## src/rtl/serial_neg_ctrl.sv

```systemverilog
// -----------------------------------------------------------------------------
// serial_neg_ctrl
//
// Word-level sequencer for a bit-serial two's-complement unit. It accepts a
// parallel word, clears the serial complementer, streams the word LSB-first
// into it, reassembles the returned serial bits, and presents the negated
// word with an overflow flag on an output valid/ready handshake.
//
// Parameters:
//   W      word width in bits (W >= 2)
//   Y_LAT  cycles from driving ser_i to the matching bit on ser_y (0 or 1)
//
// Ports:
//   t_clk      system clock, rising edge
//   r_n        synchronous active-low reset
//   in_valid   in_data is valid
//   in_ready   block can accept a word (high only in IDLE)
//   in_data    word to negate
//   ser_i      serial bit to the complementer, LSB first
//   ser_r      active-high clear to the complementer (high in IDLE and DONE)
//   ser_y      serial result bit from the complementer
//   out_valid  result is valid (high only in DONE)
//   out_ready  consumer accepts the result
//   out_data   two's complement of the accepted word
//   out_ovf    accepted word was the most-negative value
//   out_err    (SERIAL_NEG_SELFCHECK_EN only) serial result disagrees with a
//              parallel recomputation; valid in DONE, cleared on leaving it
//
// Optional feature macro: SERIAL_NEG_SELFCHECK_EN
// -----------------------------------------------------------------------------
module serial_neg_ctrl #(
  parameter int W     = 8,
  parameter int Y_LAT = 0
) (
  input  logic         t_clk,
  input  logic         r_n,
  input  logic         in_valid,
  output logic         in_ready,
  input  logic [W-1:0] in_data,
  output logic         ser_i,
  output logic         ser_r,
  input  logic         ser_y,
  output logic         out_valid,
  input  logic         out_ready,
  output logic [W-1:0] out_data,
`ifdef SERIAL_NEG_SELFCHECK_EN
  output logic         out_ovf,
  output logic         out_err
`else
  output logic         out_ovf
`endif
);

  localparam int            CW       = $clog2(W);
  localparam logic [CW-1:0] LAST_CNT = CW'(W - 1);
  localparam logic [CW-1:0] CNT_ONE  = CW'(1);
  localparam logic [W-1:0]  MOST_NEG = {1'b1, {(W-1){1'b0}}};
  // With a registered complementer every sample lags its drive by one cycle.
  localparam bit            LAT1     = (Y_LAT != 0);

  typedef enum logic [1:0] {
    IDLE  = 2'd0,
    SHIFT = 2'd1,
    DRAIN = 2'd2,
    DONE  = 2'd3
  } state_t;

  state_t        state_r, state_s;
  logic [CW-1:0] cnt_r, cnt_s;
  logic [W-1:0]  shift_r, shift_s;
  logic [W-1:0]  result_r, result_s;
  logic          ovf_r, ovf_s;

  // Parallel two's complement, used only by the optional self-check.
  function automatic logic [W-1:0] neg_f(input logic [W-1:0] v);
    return (~v) + {{(W-1){1'b0}}, 1'b1};
  endfunction

  // Next-state and datapath update for the sequencer.
  always_comb begin
    state_s  = state_r;
    cnt_s    = cnt_r;
    shift_s  = shift_r;
    result_s = result_r;
    ovf_s    = ovf_r;
    case (state_r)
      IDLE: begin
        // in_ready is 1 in IDLE, so in_valid alone completes the handshake.
        if (in_valid) begin
          state_s = SHIFT;
          shift_s = in_data;
          ovf_s   = (in_data == MOST_NEG);
          cnt_s   = '0;
        end else begin
          state_s = IDLE;
        end
      end
      SHIFT: begin
        shift_s = {1'b0, shift_r[W-1:1]};
        cnt_s   = cnt_r + CNT_ONE;
        // With Y_LAT=1 the first SHIFT cycle sees the cleared output of the
        // complementer, not a result bit, so it is skipped; DRAIN takes the
        // last bit instead, keeping exactly W samples per word.
        if (!LAT1 || (cnt_r != '0)) begin
          result_s = {ser_y, result_r[W-1:1]};
        end else begin
          result_s = result_r;
        end
        if (cnt_r == LAST_CNT) begin
          state_s = LAT1 ? DRAIN : DONE;
        end else begin
          state_s = SHIFT;
        end
      end
      DRAIN: begin
        result_s = {ser_y, result_r[W-1:1]};
        state_s  = DONE;
      end
      DONE: begin
        if (out_ready) begin
          state_s = IDLE;
        end else begin
          state_s = DONE;
        end
      end
      default: begin
        state_s = IDLE;
      end
    endcase
  end

  // State and datapath registers with synchronous active-low reset.
  always_ff @(posedge t_clk) begin
    if (!r_n) begin
      state_r  <= IDLE;
      cnt_r    <= '0;
      shift_r  <= '0;
      result_r <= '0;
      ovf_r    <= 1'b0;
    end else begin
      state_r  <= state_s;
      cnt_r    <= cnt_s;
      shift_r  <= shift_s;
      result_r <= result_s;
      ovf_r    <= ovf_s;
    end
  end

  // Handshake and serial-interface outputs decoded from the state register.
  always_comb begin
    in_ready  = 1'b0;
    ser_r     = 1'b0;
    ser_i     = 1'b0;
    out_valid = 1'b0;
    case (state_r)
      IDLE: begin
        in_ready = 1'b1;
        ser_r    = 1'b1;
      end
      SHIFT: begin
        ser_i = shift_r[0];
      end
      DRAIN: begin
        ser_i = 1'b0;
      end
      DONE: begin
        out_valid = 1'b1;
        ser_r     = 1'b1;
      end
      default: begin
        ser_r = 1'b1;
      end
    endcase
  end

  assign out_data = result_r;
  assign out_ovf  = ovf_r;

`ifdef SERIAL_NEG_SELFCHECK_EN
  logic [W-1:0] copy_r, copy_s;
  logic         err_r, err_s;

  // Capture a copy of the accepted word and judge the serial result once,
  // on the transition into DONE; the verdict is held there and dropped after.
  always_comb begin
    copy_s = copy_r;
    err_s  = 1'b0;
    if ((state_r == IDLE) && in_valid) begin
      copy_s = in_data;
    end else begin
      copy_s = copy_r;
    end
    if ((state_s == DONE) && (state_r != DONE)) begin
      err_s = (result_s != neg_f(copy_s));
    end else if (state_s == DONE) begin
      err_s = err_r;
    end else begin
      err_s = 1'b0;
    end
  end

  // Self-check registers with synchronous active-low reset.
  always_ff @(posedge t_clk) begin
    if (!r_n) begin
      copy_r <= '0;
      err_r  <= 1'b0;
    end else begin
      copy_r <= copy_s;
      err_r  <= err_s;
    end
  end

  assign out_err = err_r;
`endif

endmodule

```

## config.mk

```make
export PLATFORM = sky130hd
export DESIGN_NAME = serial_neg_ctrl
export DESIGN_NICKNAME = d
export VERILOG_FILES = /design/src/rtl/serial_neg_ctrl.sv
export SDC_FILE = /design/constraint.sdc
export NUM_CORES = 1
export LEC_CHECK = 0
export ABC_AREA = 1
export BUFFER_PORTS_ARGS = -buffer_cell sky130_fd_sc_hd__buf_4
export CORE_MARGIN = 4
export CORE_UTILIZATION = 48
export CTS_CLUSTER_DIAMETER = 80
export CTS_CLUSTER_SIZE = 25
export DETAILED_ROUTE_END_ITERATION = 16
export HOLD_SLACK_MARGIN = 0.1
export PLACE_DENSITY = 0.8
export SLEW_MARGIN = 25
export SYNTH_ARGS = -nofsm -noshare
export SYNTH_HDL_FRONTEND = slang
export SYNTH_SLANG_ARGS = --single-unit
```

## constraint.sdc

```tcl
create_clock -name t_clk -period 1.6 [get_ports t_clk]
set_clock_uncertainty 0.2 [all_clocks]
set_input_delay 0.08 -clock t_clk [delete_from_list [all_inputs] [get_ports t_clk]]
set_output_delay 0.08 -clock t_clk [all_outputs]
set_load 0.1 [all_outputs]
```

==> metrics.log <==
[metrics] net count after synthesis: between 150 and 200
[metrics] DRT iter0 DRCs: 20
[metrics] share of the cycle needed by the critical path after routing: between 90% and 100%
[metrics] HP Class: flip-flop to flip-flop
[metrics] maxcap violations: 0
[metrics] crit path max fanout: 3
[metrics] count of input and output buffers: 25
[metrics] chip width: between 50 and 60 um
[metrics] leakage power: about 0.75 nW
[metrics] number of instances in the synthesized netlist: 140
[metrics] number of CTS-inserted buffers: 3
[metrics] min Tclk post-route: about 1.5 ns
[metrics] startpoint kind of the worst setup timing path: flip-flop
[metrics] wire length reported by the detailed router: around 2.7 mm
[metrics] clock tree from TritonCTS: built
[metrics] share of synthesized flip-flops with an asynchronous set or reset: 0%
[metrics] fin nets: slightly above 200
[metrics] initial antenna violation count: 0
[metrics] Critical R2R Launch: state_r[1]
[metrics] starting utilization of the core area: approximately half
[metrics] mean number of vias per cell: 5.02
[metrics] crit path launch: state_r[0]
[metrics] synthesis-to-layout area growth: 46.3%
[metrics] clk root buf: sky130_fd_sc_hd__clkbuf_4
[metrics] top area cells in the synthesized netlist: sky130_fd_sc_hd__dfxtp_1 42%, sky130_fd_sc_hd__nor2_1 12%, sky130_fd_sc_hd__o21ai_0 7.6%, sky130_fd_sc_hd__nand2_1 7.5%, sky130_fd_sc_hd__ha_1 7.2%
[metrics] global-route wire length before repair: around 4.2 mm
[metrics] vias in the first global route: 1022
[metrics] vias post-DR: roughly 1000
[metrics] number of failing setup endpoints in the final timing report: 0
[metrics] Detailed Routing Iterations Pass 1: 4
[metrics] total number of yosys warnings: 0
[metrics] total overflow reported by the global router: 0
[metrics] area share of the leading cell type in the synthesized netlist: approximately 42%
[metrics] uppermost metal layer occupied by signal nets: met4
[metrics] required time of the critical path: 1.32 ns
[metrics] fmax: 0.646 GHz
[metrics] placer congestion estimate: 0.712
[metrics] slew of the pin with the lowest slew margin: 0.282 ns
[metrics] DP HPWL: ~1.6 mm
[metrics] Hold Crit Start: shift_r[7]
[metrics] commonest register cell after synthesis: sky130_fd_sc_hd__dfxtp_1
[metrics] Crit Path Category: flip-flop to output pin
[metrics] cell type contributing the most total cell area after synthesis: sky130_fd_sc_hd__dfxtp_1
[metrics] wire length on met2: between 1 and 1.5 mm
[metrics] wire length on met3: between 150 and 200 um
[metrics] Max VDD drop: 0.766 mV
[metrics] worst-case setup margin in the final layout: 0.0528 ns
[metrics] Post-Place Cells: ~190
[metrics] H-tree lvl count: 1
[metrics] final slew viol count: 0
[metrics] fraction of layout cells with a size suffix above 1: ~30%
[metrics] post-route met1 wirelength: approximately 1.0 mm
[metrics] Antenna Nets Post-Route: 0
[metrics] Core Region: ~0.002 mm^2
[metrics] minimum setup slack after placement: ~0.084 ns
[metrics] share of the yosys chip area belonging to registers: between 40% and 50%
[metrics] number of storage elements in the synthesis netlist: 22
[metrics] hold violation count in the final report: 0
[metrics] largest net degree at the start of global routing: 22
[metrics] arrival time worst endpoint: about 1.3 ns
[metrics] Vert. Die Dim: 54.7 um
[metrics] largest buffer count on any clock path: 2
[metrics] Clock Pin Slew Worst Setup and Hold Paths: between 0.1 and 0.15 ns
[metrics] worst max-slew margin expressed relative to the limit: 81.3%
[metrics] I/O pin count: 26
[metrics] crit end category: output pin
[metrics] power density over the cells: ~940 mW/mm^2
[metrics] area used by sequential logic in the layout: roughly 450 um^2
[metrics] full die area: around 0.003 mm^2
[metrics] Mean Syn Cell Area: approximately 7.5 um^2
[metrics] result of the run: finished, final reports clean
[metrics] average wire length per cell after detail routing: 12.8 um
[metrics] final hold slack: ~0.28 ns
[metrics] total global routing track utilization: 20.2%
[metrics] RSZ-0062 raised after global routing: yes
[metrics] Row Count: 16
[metrics] Fillers: 160
[metrics] Sink Count: 22
[metrics] worst skew pair latency: about 0.32 ns
[metrics] Multi-input gate area: roughly 540 um^2
[metrics] n_diodes: 0
[metrics] number of flops mapped to enable cells by yosys: 0
[metrics] Final Instance Count excl. Fillers: approximately 210
[metrics] Cell Area, Synth: ~0.0010 mm^2
[metrics] count of different cell masters after synthesis: 19
[metrics] DRC errors left: 0
==> stage by stage <==
step	setup TNS, ns	power [mW]	util (%)	cell area, um^2
after floorplan	0	0.890	-	1080
after global placement	0	0.954	62.7	1270
after detailed placement	0	0.960	62.7	1270
after CTS	0	1.44	75.2	1520
after global routing	-0.00842	1.50	75.9	1530
final	0	1.44	75.9	1530
==> report_power, final <==
| part | internal [mW] | total, mW | switching, mW | leakage, nW |
|---|---|---|---|---|
| Combinational | 0.130 | 0.391 | 0.261 | 0.536 |
| Clock | 0.254 | 0.436 | 0.182 | 0.0279 |
| Sequential | 0.585 | 0.613 | 0.0277 | 0.182 |
| Total | 0.968 | 1.44 | 0.471 | 0.746 |
==> metal layers <==
layer / global-route usage (%) / vias up
met5: 0 / -
li1: - / 523
met1: 18.8 / 486
met4: 7.47 / 0
met2: 39.8 / 35
met3: 6.54 / 5
==> cells in the final DEF, fill, tap and decap left out, types with 2 or more instances in the layout <==
master                          netlist  final
sky130_fd_sc_hd__inv_4                0      3
sky130_fd_sc_hd__dfxtp_1             22     20
sky130_fd_sc_hd__inv_1               14     10
sky130_fd_sc_hd__dlygate4sd3_1        0     13
sky130_fd_sc_hd__ha_4                 0      2
sky130_fd_sc_hd__o21ai_1              5      5
sky130_fd_sc_hd__o21ai_0             16     16
sky130_fd_sc_hd__nand2_1             21     19
sky130_fd_sc_hd__buf_12               0      2
sky130_fd_sc_hd__nand3_1              3      3
sky130_fd_sc_hd__clkbuf_4             0      3
sky130_fd_sc_hd__buf_4                0     27
sky130_fd_sc_hd__nand2_4              3      4
sky130_fd_sc_hd__o21ai_2              4      4
sky130_fd_sc_hd__ha_1                 6      3
sky130_fd_sc_hd__a21oi_1              2      2
sky130_fd_sc_hd__nor2_1              34     34
==> critical path, cell delays in order (launching register included) <==
cell,delay [ns]
sky130_fd_sc_hd__dfxtp_4,0.40
sky130_fd_sc_hd__inv_4,0.05
sky130_fd_sc_hd__ha_4,0.28
sky130_fd_sc_hd__clkinv_4,0.06
sky130_fd_sc_hd__buf_12,0.16
==> registers in the layout (all words and copies together), names as in the netlist <==
signal    cells
out_data      8
shift_r       8
cnt_r         3
state_r       2
out_ovf       1
==> timing repair <==
item	4_1_cts	5_1_grt
pin swaps	2	0
setup buffers	4	0
endpoints found under the setup margin	2	7
resized for setup	13	4
hold buffers	13	0
hold endpoints to repair	22	0
==> cell type report <==
cell class / instances / share of cell area (%)
Sequential cell: 22 / 29.0
Clock inverter: 1 / 1.96
Clock buffer: 3 / 1.47
Inverter: 16 / 4.98
Multi-Input combinational cell: 97 / 35.1
Timing Repair Buffer: 43 / 25.3
Tap cell: 27 / 2.20
==> synthesized netlist by cell type (2+ instances only) <==
library cell	count
sky130_fd_sc_hd__a21oi_1	2
sky130_fd_sc_hd__nand2_4	3
sky130_fd_sc_hd__buf_2	2
sky130_fd_sc_hd__inv_1	14
sky130_fd_sc_hd__buf_6	2
sky130_fd_sc_hd__nand3_1	3
sky130_fd_sc_hd__ha_1	6
sky130_fd_sc_hd__nand2_1	21
sky130_fd_sc_hd__o21ai_2	4
sky130_fd_sc_hd__nor2_1	34
sky130_fd_sc_hd__o21ai_0	16
sky130_fd_sc_hd__dfxtp_1	22
sky130_fd_sc_hd__o21ai_1	5
==> kinds of logic (layout without fill, tap and decap cells) <==
kind of cell	after synthesis	after routing	share of synthesized area, %
adders and majority gates	6	6	7.16
DFF	22	22	42.0
and+or+nand+nor	63	63	25.5
buffers and inverters	21	63	10.3
AOI/OAI and AO/OA	28	28	15.0
==> final timing paths <==
check	endpoint	slack, ns	cells after the start
min reg2reg	shift_r[7]	0.28	2
max	ser_r	0.05	4
max reg2reg	shift_r[7]	0.09	8
min	shift_r[7]	0.28	2
Note: power is estimated with default switching activity, not from simulation.
